<file path="src/rtl/voice_pkg.sv">
// voice_pkg: shared constants for the voice scheduler.
//   state_t / IDLE / SCAN : scheduler FSM encoding
//   NOTE_DIV              : half-period divisor counts at 50 MHz, C4..C5
//   note_div()            : divisor lookup by key index
package voice_pkg;

    typedef logic [0:0] state_t;
    localparam state_t IDLE = 1'b0;
    localparam state_t SCAN = 1'b1;

    localparam int NOTE_W = 17;

    localparam logic [NOTE_W-1:0] NOTE_DIV [0:7] = '{
        17'd95557, 17'd85131, 17'd75843, 17'd71586,
        17'd63776, 17'd56818, 17'd50619, 17'd47778
    };

    function automatic logic [NOTE_W-1:0] note_div(input logic [2:0] k);
        return NOTE_DIV[k];
    endfunction

endpackage

</file>
<file path="src/rtl/voice_scheduler_if.sv">
// voice_scheduler_if: chord sampling request and voice outputs.
//   chord      : held-key levels, one bit per key
//   tick       : one-cycle chord sample strobe
//   voice_div  : per-voice divisor, slice v = voice v
//   voice_note : per-voice owning key index, 3 bits per voice
//   voice_gate : per-voice active flag
//   busy       : scan in progress
//   overflow   : tick dropped because a scan was running
// master drives chord/tick; slave (the scheduler) drives the rest.
interface voice_scheduler_if #(
    parameter int NUM_KEYS   = 8,
    parameter int NUM_VOICES = 4,
    parameter int DIV_W      = 17
);
    logic [NUM_KEYS-1:0]         chord;
    logic                        tick;
    logic [NUM_VOICES*DIV_W-1:0] voice_div;
    logic [NUM_VOICES*3-1:0]     voice_note;
    logic [NUM_VOICES-1:0]       voice_gate;
    logic                        busy;
    logic                        overflow;

    modport master (
        output chord, tick,
        input  voice_div, voice_note, voice_gate, busy, overflow
    );

    modport slave (
        input  chord, tick,
        output voice_div, voice_note, voice_gate, busy, overflow
    );
endinterface

</file>
<file path="src/rtl/voice_pick.sv">
// voice_pick: combinational voice selection.
//   gate       : per-voice active flags
//   age        : per-voice age counters
//   free_idx   : lowest-index voice with gate low
//   free_found : at least one voice is free
//   oldest_idx : highest-age voice, ties resolved to the lowest index
module voice_pick #(
    parameter int NUM_VOICES = 4,
    parameter int AGE_W      = 3,
    parameter int IDX_W      = 2
) (
    input  logic [NUM_VOICES-1:0]            gate,
    input  logic [NUM_VOICES-1:0][AGE_W-1:0] age,
    output logic [IDX_W-1:0]                 free_idx,
    output logic                             free_found,
    output logic [IDX_W-1:0]                 oldest_idx
);
    logic [AGE_W-1:0] best;

    always_comb begin
        free_idx   = '0;
        free_found = 1'b0;
        oldest_idx = '0;
        best       = '0;
        for (int unsigned v = 0; v < NUM_VOICES; v++) begin
            if (!gate[v] && !free_found) begin
                free_found = 1'b1;
                free_idx   = IDX_W'(v);
            end
            // strict compare keeps the earliest index on ties
            if (age[v] > best) begin
                best       = age[v];
                oldest_idx = IDX_W'(v);
            end
        end
    end
endmodule

</file>
<file path="src/rtl/voice_scheduler.sv">
// voice_scheduler: assigns held keys to a small pool of tone voices.
//   clk   : clock, rising edge
//   rst_n : synchronous active-low reset
//   bus   : voice_scheduler_if.slave (chord/tick in, voice outputs out)
// A tick snapshots the chord; the following NUM_KEYS cycles scan one key
// per cycle, releasing voices on key-up and allocating on key-down.
// Build option: define VOICE_STEAL_EN to steal the oldest voice when all
// voices are gated; otherwise such presses are dropped.
module voice_scheduler
    import voice_pkg::*;
#(
    parameter int NUM_KEYS   = 8,
    parameter int NUM_VOICES = 4,
    parameter int DIV_W      = 17,
    parameter int AGE_W      = 3
) (
    input logic              clk,
    input logic              rst_n,
    voice_scheduler_if.slave bus
);
    localparam int KW    = (NUM_KEYS > 1)   ? $clog2(NUM_KEYS)   : 1;
    localparam int IDX_W = (NUM_VOICES > 1) ? $clog2(NUM_VOICES) : 1;

    state_t                           state;
    logic [KW-1:0]                    kidx;
    logic [NUM_KEYS-1:0]              snap, prev;
    logic [NUM_VOICES-1:0]            gate, gate_nx;
    logic [NUM_VOICES-1:0][DIV_W-1:0] div, div_nx;
    logic [NUM_VOICES-1:0][2:0]       note, note_nx;
    logic [NUM_VOICES-1:0][AGE_W-1:0] age, age_nx;

    logic             do_press, do_release, alloc;
    logic [IDX_W-1:0] alloc_idx, free_idx, oldest_idx;
    logic             free_found;

    voice_pick #(
        .NUM_VOICES (NUM_VOICES),
        .AGE_W      (AGE_W),
        .IDX_W      (IDX_W)
    ) u_pick (
        .gate       (gate),
        .age        (age),
        .free_idx   (free_idx),
        .free_found (free_found),
        .oldest_idx (oldest_idx)
    );

`ifndef VOICE_STEAL_EN
    logic unused_oldest;
    assign unused_oldest = ^oldest_idx;
`endif

    // Next voice state for the key under scan
    always_comb begin
        gate_nx    = gate;
        div_nx     = div;
        note_nx    = note;
        age_nx     = age;
        do_press   = snap[kidx] & ~prev[kidx];
        do_release = prev[kidx] & ~snap[kidx];
        alloc      = 1'b0;
        alloc_idx  = '0;

        if (do_release) begin
            for (int unsigned v = 0; v < NUM_VOICES; v++) begin
                if (note[v] == 3'(kidx))
                    gate_nx[v] = 1'b0;
            end
        end

        if (do_press) begin
            if (free_found) begin
                alloc     = 1'b1;
                alloc_idx = free_idx;
            end
`ifdef VOICE_STEAL_EN
            else begin
                alloc     = 1'b1;
                alloc_idx = oldest_idx;
            end
`endif
            if (alloc) begin
                for (int unsigned v = 0; v < NUM_VOICES; v++) begin
                    if (gate[v] && IDX_W'(v) != alloc_idx && age[v] != '1)
                        age_nx[v] = age[v] + AGE_W'(1);
                end
                gate_nx[alloc_idx] = 1'b1;
                note_nx[alloc_idx] = 3'(kidx);
                div_nx[alloc_idx]  = DIV_W'(note_div(3'(kidx)));
                age_nx[alloc_idx]  = '0;
            end
        end
    end

    always_ff @(posedge clk) begin
        if (!rst_n) begin
            state <= IDLE;
            kidx  <= '0;
            snap  <= '0;
            prev  <= '0;
            gate  <= '0;
            div   <= '0;
            note  <= '0;
            age   <= '0;
        end else begin
            case (state)
                IDLE: begin
                    if (bus.tick) begin
                        snap  <= bus.chord;
                        prev  <= snap;
                        kidx  <= '0;
                        state <= SCAN;
                    end
                end
                SCAN: begin
                    gate <= gate_nx;
                    div  <= div_nx;
                    note <= note_nx;
                    age  <= age_nx;
                    if (kidx == KW'(NUM_KEYS - 1))
                        state <= IDLE;
                    else
                        kidx <= kidx + KW'(1);
                end
                default: state <= IDLE;
            endcase
        end
    end

    // Overflow is flagged in the same cycle as the rejected tick
    assign bus.busy       = (state == SCAN);
    assign bus.overflow   = bus.tick && (state == SCAN);
    assign bus.voice_gate = gate;
    assign bus.voice_div  = div;
    assign bus.voice_note = note;

endmodule

</file>
<file path="src/flat_wrapper.sv">
// flat-port wrapper written by rule: the top's interface ports become plain ports
module voice_scheduler_flat import voice_pkg::*;
#(
    parameter int NUM_KEYS   = 8,
    parameter int NUM_VOICES = 4,
    parameter int DIV_W      = 17,
    parameter int AGE_W      = 3
)
  (clk, rst_n, bus_chord, bus_tick, bus_voice_div, bus_voice_note, bus_voice_gate, bus_busy, bus_overflow);
  voice_scheduler_if #(.NUM_KEYS(NUM_KEYS), .NUM_VOICES(NUM_VOICES), .DIV_W(DIV_W)) bus_i ();
  input logic clk;
  input logic rst_n;
  input wire logic [$bits(bus_i.chord)-1:0] bus_chord;
  input wire logic [$bits(bus_i.tick)-1:0] bus_tick;
  output wire logic [$bits(bus_i.voice_div)-1:0] bus_voice_div;
  output wire logic [$bits(bus_i.voice_note)-1:0] bus_voice_note;
  output wire logic [$bits(bus_i.voice_gate)-1:0] bus_voice_gate;
  output wire logic [$bits(bus_i.busy)-1:0] bus_busy;
  output wire logic [$bits(bus_i.overflow)-1:0] bus_overflow;
  assign bus_i.chord = bus_chord;
  assign bus_i.tick = bus_tick;
  assign bus_voice_div = bus_i.voice_div;
  assign bus_voice_note = bus_i.voice_note;
  assign bus_voice_gate = bus_i.voice_gate;
  assign bus_busy = bus_i.busy;
  assign bus_overflow = bus_i.overflow;
  voice_scheduler #(.NUM_KEYS(NUM_KEYS), .NUM_VOICES(NUM_VOICES), .DIV_W(DIV_W), .AGE_W(AGE_W)) u_core (.clk(clk), .rst_n(rst_n), .bus(bus_i));
endmodule
</file>
<file path="config.mk">
export PLATFORM = sky130hd
export DESIGN_NAME = voice_scheduler_flat
export DESIGN_NICKNAME = d
export VERILOG_FILES = /design/src/rtl/voice_pkg.sv /design/src/rtl/voice_scheduler_if.sv /design/src/rtl/voice_pick.sv /design/src/rtl/voice_scheduler.sv /design/src/flat_wrapper.sv
export SDC_FILE = /design/constraint.sdc
export NUM_CORES = 1
export LEC_CHECK = 0
export ABC_AREA = 1
export CORE_ASPECT_RATIO = 0.7
export CORE_MARGIN = 1.5
export CORE_UTILIZATION = 53
export CTS_CLUSTER_SIZE = 28
export DETAILED_ROUTE_END_ITERATION = 8
export PLACE_DENSITY = 0.79
export SLEW_MARGIN = 20
export SYNTH_ARGS = -nofsm -noshare
export SYNTH_HDL_FRONTEND = slang
export SYNTH_HIERARCHICAL = 1
export SYNTH_SLANG_ARGS = --single-unit
</file>
<file path="constraint.sdc">
create_clock -name clk -period 2.1 [get_ports clk]
set_input_delay 0.21 -clock clk [delete_from_list [all_inputs] [get_ports clk]]
set_output_delay 0.21 -clock clk [all_outputs]
set_load 0.01 [all_outputs]
</file>
==> results.ini <==
[floorplanning]
start_util_pct = 54.81
std_cell_rows = 27
dieArea_sq_um = 8736
coreArea_sq_um = 7905
die_y_microns = 78.65
io_pins = 97
die_w_microns = 111.1

[clock_network]
htree_levels = 3
clockBufferDepth = 2
cts_root_buf = clkbuf_16
cts-buffers-inserted = 9
clk_pin_slew_ps = 70
cts_tree = done
clock_latency_ps = 350
cts_sinks = 100
cts_hold_buffers = 0
cts_setup_buffers = 0

[timing]
report.final.hold_viol_count = 0
worstMarginPinSlew_ps = 524.8
timing.final.max_slew_violations = 0
max_freq_mhz = 523.3
setup_viol = 0
finalCritPeriodShare_pct = 91.00
min_period_ps = 1911
relSlewSlack_pct = 64.64
tns_ps = 0
rsz0062_at_grt = yes
final.setup_skew_ps = 7.804

[worst_hold_path]
hold_path_class = primary input to flop
hold-path-cell-count = 3
min_from = rst_n

[critical_path]
path_buf_inv = 2
crit_type = flop to flop
setup.worst_path.end = u_core/bus.voice_div[2]$_SDFFE_PN0P_
cp-startpoint = u_core/bus.voice_gate[0]$_SDFFE_PN0P_
r2r-end = u_core/bus.voice_div[2]$_SDFFE_PN0P_
worst_ep_required_time_ps = 2390
cp-start-kind = flop
worst-r2r-setup-slack_ps = 190
crit_path_top_delay_cell = dfxtp_1
r2r_start = u_core/bus.voice_gate[0]$_SDFFE_PN0P_
path_delay_family = simple AND/OR/NAND/NOR gates
critPathMaxStageDelay_ps = 410
critical_path_cell_count = 10
crit_chain = nand2_1 -> inv_1 -> nand3_1 -> nand2_1 -> nand2_1 -> inv_1 -> nand3_1 -> nand2_1 -> nand2_1 -> nor2_1
path_max_fanout = 18
critical_path_arrival_ps = 2200
endpoint_kind = flop
ff2ff_path_depth = 10
cp_common_cell = nand2_1

[global_route]
grt-ovfl-total = 0
grt_max_degree = 97
grt_pass1_vias = 3847
grt_pass1_wl_microns = 19260
antenna_found_initial = 0
grt_usage_pct = 27.48

[cells_and_area]
diodes = 0
utilization_pct = 70.80
most-common-layout-cells = nor2_1, dfxtp_1, clkdlybuf4s50_1
n_fill_cell = 653
fin_nets = 692
layout-drive-gt1-share_pct = 7.080
syn2layout_area_growth_pct = 29.17
final_common_cell = nor2_1

[place]
io_buffers = 96
dp_hpwl_microns = 8204
place.gp.congestion = 0.8541

[routing]
wl_microns = 11520
via_count = 4159
ant_nets = 0
wl_per_cell_microns = 14.78
drtIter0Drc = 334
drc = 0
via_per_inst = 5.339
drt-pass1-iter-count = 5

[synthesis]
syn-num-nets = 613
postSynthAreaPerCell_sq_um = 7.294
netlist_area_sq_um = 4333
synth_cells = 594
yosys_warnings = 6

[job]
max_cap_violations = 0

[pwr]
power.total_mw = 4.111
vdd_drop_max_mv = 0.4290
power.density_nw_per_um2 = 734.6
p_leak_nw = 2.205

[outcome]
status = finished, final reports clean

[routing by layer]
layer	GRT usage, %	wire, microns	vias up
met5	0	0	-
met4	7.722	163	0
met3	5.483	939	13
met2	42.41	4984	175
met1	39.34	5430	1919
li1	-	-	2052
[layout make-up]
class / instances / area, sq um / area share, %
repair buffers: 111 / 1085 / 19.38
clock inverters: 5 / 43.79 / 0.7825
well taps: 101 / 126.4 / 2.258
multi-input cells: 410 / 1932 / 34.52
inverters: 41 / 161.4 / 2.884
flip-flops and latches: 100 / 2006 / 35.84
clock buffers: 11 / 242.7 / 4.337
[timing repair]
action                                  in CTS  in global routing
endpoints found under the hold margin        0                  0
gates resized for setup                      0                  4
endpoints found under the setup margin       0                 73
[worst min path at each step]
stage,end,slack (ps)
after floorplan,u_core/snap[4]$_SDFFE_PN0P_,380
after global placement,u_core/prev[2]$_SDFFE_PN0P_,460
after detailed placement,u_core/bus.voice_div[67]$_SDFFE_PN0P_,470
after CTS,u_core/kidx[2]$_SDFFE_PN0P_,280
after global routing,u_core/kidx[1]$_SDFFE_PN0P_,300
final,u_core/kidx[2]$_SDFFE_PN0P_,290
[registers in the layout, indices dropped and copies added, names as in the netlist]
| register | cells |
|---|---|
| u_core/bus.voice_div | 68 |
| u_core/bus.voice_note | 8 |
| u_core/prev | 8 |
| u_core/snap | 8 |
| u_core/bus.voice_gate | 4 |
| u_core/kidx | 3 |
| u_core/bus.busy | 1 |
[power by group]
part | switching (mW) | total (mW) | leakage (nW) | internal (mW)
logic | 0.304 | 0.505 | 1.26 | 0.201
registers | 0.0476 | 2.01 | 0.811 | 1.96
clock network | 0.747 | 1.60 | 0.135 | 0.854
total | 1.10 | 4.11 | 2.20 | 3.01
[stage by stage]
step | cells | area [sq um] | setup slack, ps | hold WS [ps]
floorplan | 594 | 4333 | 386.7 | 376.7
global placement | 763 | 5301 | 175.1 | 461.9
detailed placement | 763 | 5301 | 75.96 | 465.6
CTS | 779 | 5588 | 43.20 | 276.7
global route | 779 | 5597 | -5.610 | 300.0
finish | 779 | 5597 | 189.1 | 292.4
[worst register-to-register path, cell delays in order (launching register included)]
cell and delay, ps:
dfxtp_1 410, nand2_1 100, inv_1 80, nand3_1 110, nand2_1 130, nand2_1 120
inv_1 390, nand3_1 230, nand2_1 110, nand2_1 80, nor2_1 90
No activity file was read; power rests on OpenSTA's default activity.
